$ cat config.mk
export PLATFORM = sky130hd
export DESIGN_NAME = sha_header_driver
export DESIGN_NICKNAME = d
export VERILOG_FILES = /design/src/rtl/sha_header_driver.sv
export SDC_FILE = /design/constraint.sdc
export NUM_CORES = 2
export LEC_CHECK = 0
export CAP_MARGIN = 5
export CORE_AREA = 3 3 769 771
export DETAILED_ROUTE_END_ITERATION = 7
export DIE_AREA = 0 0 772 774
export PLACE_DENSITY_LB_ADDON = 0.3
export SLEW_MARGIN = 25
export SYNTH_ARGS = -nofsm -noshare
export SYNTH_HDL_FRONTEND = slang
export SYNTH_SLANG_ARGS = --single-unit
export TNS_END_PERCENT = 1
$ cat constraint.sdc
create_clock -name CLK -period 3.2 [get_ports CLK]
set_input_delay 0.32 -clock CLK [delete_from_list [all_inputs] [get_ports CLK]]
set_output_delay 0.32 -clock CLK [all_outputs]
set_load 0.05 [all_outputs]
$ cat src/rtl/sha_header_driver.sv
// Purpose: drives an external SHA-256 core over an 80-byte block header, stepping the nonce until the digest is <= target.
// Latency: per nonce, 1 start cycle, the core's two block times, then 1 check cycle; with DOUBLE_HASH_EN add 1 gap cycle, 1 start cycle and one more block time.
// Backpressure: go is only accepted in IDLE (busy=0); the core paces the search through core_blk_done.
//
// Build option: define DOUBLE_HASH_EN for SHA256d (the first digest is hashed again).
// Without it, the first digest is the final digest.
//
// Ports:
//   CLK, nreset                    clock (rising edge), asynchronous active-low reset
//   go, header, target, nonce_count  search request and its parameters (latched on go)
//   core_start, core_msg, core_blk_type  block stream to the SHA core
//   core_hash, core_blk_done       per-block digest from the SHA core
//   busy, done, found, nonce_out, digest  search status and result
module sha_header_driver (
    input  logic         CLK,
    input  logic         nreset,
    input  logic         go,
    input  logic [639:0] header,
    input  logic [255:0] target,
    input  logic [31:0]  nonce_count,
    output logic         core_start,
    output logic [511:0] core_msg,
    output logic [1:0]   core_blk_type,
    input  logic [255:0] core_hash,
    input  logic         core_blk_done,
    output logic         busy,
    output logic         done,
    output logic         found,
    output logic [31:0]  nonce_out,
    output logic [255:0] digest
);

    localparam logic [2:0] IDLE     = 3'd0;
    localparam logic [2:0] H1_START = 3'd1;
    localparam logic [2:0] H1_B1    = 3'd2;
    localparam logic [2:0] H1_B2    = 3'd3;
`ifdef DOUBLE_HASH_EN
    localparam logic [2:0] H2_START = 3'd4;
    localparam logic [2:0] H2_B     = 3'd5;
`endif
    localparam logic [2:0] CHECK    = 3'd6;
    localparam logic [2:0] FINISH   = 3'd7;

    localparam logic [1:0] BLK_HASH   = 2'd0;
    localparam logic [1:0] BLK_HEADER = 2'd2;

    logic [2:0]   state;
    // hdr_q[i] holds header[i+32]; the nonce field lives in nonce_q instead.
    logic [607:0] hdr_q;
    logic [255:0] target_q;
    logic [31:0]  count_q;
    logic [31:0]  nonce_q;
    logic [31:0]  tries_q;
    logic         pass_q;
`ifdef DOUBLE_HASH_EN
    logic [255:0] digest1_q;
    // Holds H2_START one extra cycle so the core is back in its idle state before the next start.
    logic         gap_q;
`endif

    logic [511:0] blk1;
    logic [511:0] blk2;

    // Block 1 is header[639:128]; block 2 is the header tail, the live nonce and SHA padding for 640 bits.
    assign blk1 = hdr_q[607:96];
    assign blk2 = {hdr_q[95:0], nonce_q, 1'b1, 319'b0, 64'd640};

    always_comb begin
        busy          = (state != IDLE);
        done          = (state == FINISH);
        core_start    = (state == H1_START);
        core_msg      = '0;
        core_blk_type = 2'd0;
        case (state)
            H1_START, H1_B1: begin
                core_msg      = blk1;
                core_blk_type = BLK_HEADER;
            end
            H1_B2: begin
                core_msg      = blk2;
                core_blk_type = BLK_HEADER;
            end
`ifdef DOUBLE_HASH_EN
            H2_START, H2_B: begin
                // Second pass hashes the 256-bit first digest, padded as a single block.
                core_msg      = {digest1_q, 1'b1, 191'b0, 64'd256};
                core_blk_type = BLK_HASH;
                if (state == H2_START && !gap_q) begin
                    core_start = 1'b1;
                end
            end
`endif
            default: begin
                core_msg      = '0;
                core_blk_type = 2'd0;
            end
        endcase
    end

    always_ff @(posedge CLK or negedge nreset) begin
        if (!nreset) begin
            state     <= IDLE;
            hdr_q     <= '0;
            target_q  <= '0;
            count_q   <= '0;
            nonce_q   <= '0;
            tries_q   <= '0;
            pass_q    <= 1'b0;
            found     <= 1'b0;
            nonce_out <= '0;
            digest    <= '0;
`ifdef DOUBLE_HASH_EN
            digest1_q <= '0;
            gap_q     <= 1'b0;
`endif
        end else begin
            case (state)
                IDLE: begin
                    if (go) begin
                        hdr_q    <= header[639:32];
                        target_q <= target;
                        count_q  <= (nonce_count == 32'd0) ? 32'd1 : nonce_count;
                        nonce_q  <= header[31:0];
                        tries_q  <= 32'd1;
                        found    <= 1'b0;
                        state    <= H1_START;
                    end
                end
                H1_START: state <= H1_B1;
                H1_B1: begin
                    if (core_blk_done) begin
                        state <= H1_B2;
                    end
                end
                H1_B2: begin
                    if (core_blk_done) begin
`ifdef DOUBLE_HASH_EN
                        digest1_q <= core_hash;
                        gap_q     <= 1'b1;
                        state     <= H2_START;
`else
                        // Compare is taken from the core output on the capture edge.
                        digest    <= core_hash;
                        pass_q    <= (core_hash <= target_q);
                        state     <= CHECK;
`endif
                    end
                end
`ifdef DOUBLE_HASH_EN
                H2_START: begin
                    if (gap_q) begin
                        gap_q <= 1'b0;
                    end else begin
                        state <= H2_B;
                    end
                end
                H2_B: begin
                    if (core_blk_done) begin
                        digest <= core_hash;
                        pass_q <= (core_hash <= target_q);
                        state  <= CHECK;
                    end
                end
`endif
                CHECK: begin
                    if (pass_q) begin
                        found     <= 1'b1;
                        nonce_out <= nonce_q;
                        state     <= FINISH;
                    end else if (tries_q == count_q) begin
                        found     <= 1'b0;
                        nonce_out <= nonce_q;
                        state     <= FINISH;
                    end else begin
                        nonce_q <= nonce_q + 32'd1;
                        tries_q <= tries_q + 32'd1;
                        state   <= H1_START;
                    end
                end
                FINISH: state <= IDLE;
                default: state <= IDLE;
            endcase
        end
    end

endmodule

======== After elaboration in Yosys (flattened, before gate mapping) ========
Index checks and enable logic that the tools add are counted.
cells by class
  add/subtract/negate cells ............... 2
  reduce and logical (&&, ||, !) cells .... 13
  multiplexer cells ....................... 23
  equal/unequal tests ..................... 12
  order comparisons ....................... 1
operators by type and width
  kind                                                             count
  512-bit case mux with 2 select lines                             1
  32-bit two-way mux                                               9
  256-bit less-or-equal comparator                                 1
  32-bit case mux with 2 select lines                              2
  32-bit by 1-bit adder with 32-bit output, second input constant  2
  32-bit == test                                                   1
  32-bit logical NOT                                               1
  3-bit two-way mux                                                5
  3-bit case mux with 5 select lines                               1
  2-bit != test, second input constant                             5
  3-bit by 2-bit == test with 1-bit output, second input constant  2
  3-bit == test, second input constant                             2
  2-bit AND reduction                                              3
  3-bit AND reduction                                              2
  4-bit AND reduction                                              1
  2-bit nonzero test                                               2
  3-bit by 1-bit == test with 1-bit output, second input constant  1
  3-bit logical NOT                                                1
  1-bit two-way mux                                                3
  3-bit != test, second input constant                             1
  3-bit nonzero test                                               1
  3-bit OR reduction                                               1
  2-bit two-way mux                                                1
  1-bit case mux with 2 select lines                               1
  2-bit OR reduction                                               1
word-level totals
  register bits ........................... 1253
  word-level logic and storage cells ...... 61

======== Logic depth before layout (Yosys ltp) ========
  depth after elaboration ................. 4
  gate-level depth with buffers ........... 10
  gate-level depth less buffers ........... 10

======== Least setup slack after synthesis ========
Ideal clock, no wire load.
  path type ............................... flip-flop to flip-flop
  start ................................... reg target_q[187]
  end ..................................... reg pass_q
  buffers on the path ..................... 0
  arrival ................................. 2.354 ns
  setup slack ............................. 0.760 ns
  library setup time ...................... 0.087 ns
  clock period less this slack ............ 2.440 ns
  cell stages (with the launch flop) ...... 11
  cell sequence ........................... dfrtp_1 -> inv_1 -> ha_1 -> nand4_1 -> nor4_1 -> nor4b_1 -> nand3_1 -> nor3_1 -> nand4b_1 -> or4_1 -> o211ai_1
between the ends
  cells in the longest elaborated chain, start to end .. 1
RTL lines
  item                              line  text
  start, declared                   50    logic [255:0] target_q;
  start signal, assigned            121   target_q <= target;
  256-bit less-or-equal comparator  144   pass_q <= (core_hash <= target_q);
  end signal, assigned              144
  end, declared                     54    logic pass_q;
Every way passes these cells.
A chain may end at the register's enable or synchronous reset.

======== Final worst setup path ========
  start ................................... reg target_q[190]
  end ..................................... reg pass_q
The elaborated chain is that of the path after synthesis.

==> results.tsv <==
metric	value	unit
status	finished, violations left	
violated checks	setup timing	
commonest non-fill, non-tap cell in the layout	nand2_1	
P&R area growth vs syn	90.03	%
CTS tree	yes	
antenna violations before repair	535	
Finish-stage setup viols	1	
clock sinks	1253	
routed len/inst	29.42	um
min setup slack post-route	-69.72	ps
Worst-path clk slew	60	ps
max-cap violations	0	
compound-gate portion of the synthesized area	7.403	%
Hold Path Class	in -> reg	
Die Height	774	um
NumNets Final	10473	
CP Launch Type	register	
share of cells above drive strength 1	17.62	%
Final Max Slew Viols	0	
synth warn	0	
dpl hpwl	428400	um
most frequent cells in the layout	2,247 x nand2_1, 1,466 x clkdlybuf4s50_1, 1,253 x dfrtp_1	
min Tclk post-route	3270	ps
Num CTS Buffers	179	
row count	281	
max layer used	met5	
Post-synth EDFFs	0	
Post-Synth Adder-Cell Area	5.588	%
final instance area	0.1098	mm^2
Final Hold Viols	0	
crit path max fanout	2	
Placed Area	0.09377	mm^2
Yosys reg bits	1253	
syn_nets	7587	
met3 WL	61870	um
worst slew pin tran	1005	ps
f_max	305.8	MHz
critical path endpoint category	register	
Final GP Congestion	0.9195	
drt drc	0	
RSZ-0062 raised after global routing	true	
setup_tns	-69.72	ps
Routed WL	505200	um
clock tree buffer depth	4	
Mean Syn Cell Area	9.407	um^2
vias	59246	
Fillers	64905	
full die area	0.5975	mm^2
WP data required	4000	ps
root buf cell	clkbuf_16	
P_leak	47.14	nW
DR WL met2	207600	um
Slowest-stage cell, CP	or4_4	
mux share of post-synthesis cell area	5.664	%
total gr overflow	0	
Gate Count Post-Synth	6141	
H-tree Lvls	4	
placeable core area	0.5850	mm^2
FFs w/ async S/R, synth	100.0	%
Distinct cells, synth	66	
max_slew headroom	32.76	%
CP Cell Sequence	inv_1 -> ha_1 -> nand4_1 -> nor4_2 -> buf_4 -> nor4b_4 -> buf_4 -> nand3_4 -> nor3_4 -> buf_6 -> nand4b_1 -> or4_4 -> o211ai_1	
Layout Utilization	18.76	%
GRT Total Usage	16.25	%
Final Cycle Share	102.2	%
global-route wire length before repair	639100	um
I/O Buffers	1992	
area share of xor/xnor cells in the synthesized design	0.9248	%
M1 WL	213600	um
Initial Util	9.874	%
Ports	1994	
area of the multi-input gates	0.02532	mm^2
largest stage delay on the critical path	520	ps
vias in the first global route	59110	
power per cell area	1213	mW/mm^2
vias per cell	3.450	
Worst Skew	65.94	ps
Reg2Reg Setup Slack	-70	ps
Seq/Total Area, Yosys	54.28	%
Seq. cell area	0.03136	mm^2
synthesized area	0.05777	mm^2
CP Class	reg -> reg	
cell mode on critical path	buf_4	
pin count of the biggest net entering global routing	118	
dominant synthesized flop cell	dfrtp_1	
post-route ant nets	0	
maximum VDD drop	800.7	uV
Die W	772	um
Worst Path Arrival	4070	ps
largest family of logic cells by synthesized area	simple AND/OR/NAND/NOR gates	
Simple-Gate Fraction of Synth Area	22.23	%
Pre-Repair DR Iteration Count	6	
Tot Pwr	133.1	mW
Clock Latency Late Sink	890	ps
First DRT Iteration DRCs	4896	
## critical path, delay by kind of cell, from the launching register on
kind | cells | cell delay [ps]
simple gates | 7 | 1960
flops | 1 | 320
compound gates | 1 | 90
fa+ha+maj | 1 | 290
buf+inv | 4 | 530
## logic make-up (layout without fill, tap and decap cells)
logic type,count (synthesis),after routing
other cells,1,226
buf+inv,595,3619
xor+xnor,61,61
simple gates,3003,3003
compound gates,679,679
mux,291,291
fa+ha+maj,258,258
flops,1253,1253
## layer usage
layer,up-vias,global-route usage [%]
met1,29085,20.40
met2,2724,23.69
li1,26177,-
met3,946,8.468
met5,-,0
met4,314,5.453
## cells in the mapped netlist (all sizes together) (28+ instances only)
cell type / count / share of area (%)
nand2: 2250 / 15
dfrtp: 1253 / 54
and2: 382 / 4.1
clkbuf: 314 / 2.0
o21ai: 313 / 2.7
mux2: 287 / 5.6
inv: 264 / 1.7
ha: 258 / 5.6
a22o: 130 / 2.0
a21oi: 104 / 0.90
nor2: 104 / 0.69
nand4: 81 / 0.88
nand3: 61 / 0.54
xnor2: 58 / 0.88
nor3: 39 / 0.34
nor4: 28 / 0.30
## path summary, 6_finish.rpt
| path | start | end | cells past startpoint |
|---|---|---|---|
| min reg2reg | hdr_q[151] | hdr_q[151] | 2 |
| max in group asynchronous | nreset | hdr_q[262] | 3 |
| min in group asynchronous | nreset | tries_q[21] | 2 |
| max reg2reg | target_q[190] | pass_q | 13 |
| max | target_q[190] | pass_q | 13 |
| min | header[614] | hdr_q[582] | 3 |
## power breakdown
group	internal, mW	switching, mW
combinational	32.3	51.9
clock	12.2	8.75
sequential	23.3	4.61
## per-stage QoR
step / instances / hold slack, ps / worst slack (ps)
floorplan: 6141 / 24.41 / 759.5
global placement: 15821 / 439.6 / -1534
detailed placement: 15822 / 441.3 / -1471
CTS: 16946 / 0.3001 / -119.5
global route: 17044 / 41.85 / -120.9
finish: 17172 / 87.13 / -69.72
## registers in the layout (all words and copies together), names as in the netlist
| signal | count |
|---|---|
| hdr_q | 608 |
| digest | 256 |
| target_q | 256 |
| count_q | 32 |
| nonce_out | 32 |
| nonce_q | 32 |
| tries_q | 32 |
| state | 3 |
| found | 1 |
| pass_q | 1 |
## repair_timing
item | CTS | global route
endpoints found under the setup margin | 460 | 226
buffers inserted | 8 | 1
hold endpoints to repair | 1219 | 0
cloned | 6 | 0
resized for setup | 274 | 50
pin swaps | 45 | 45
hold buffers | 792 | 0
## area by class of cell
cell class | count | share of cell area (%)
diodes | 225 | 0.5129
clock buffers | 262 | 4.703
clock inverters | 57 | 0.7910
inverters | 264 | 0.9027
multi-input cells | 4293 | 23.07
flip-flops and latches | 1253 | 28.56
well taps | 7782 | 8.870
repair buffers | 3036 | 32.59
Power figures use the tool's default switching activity.
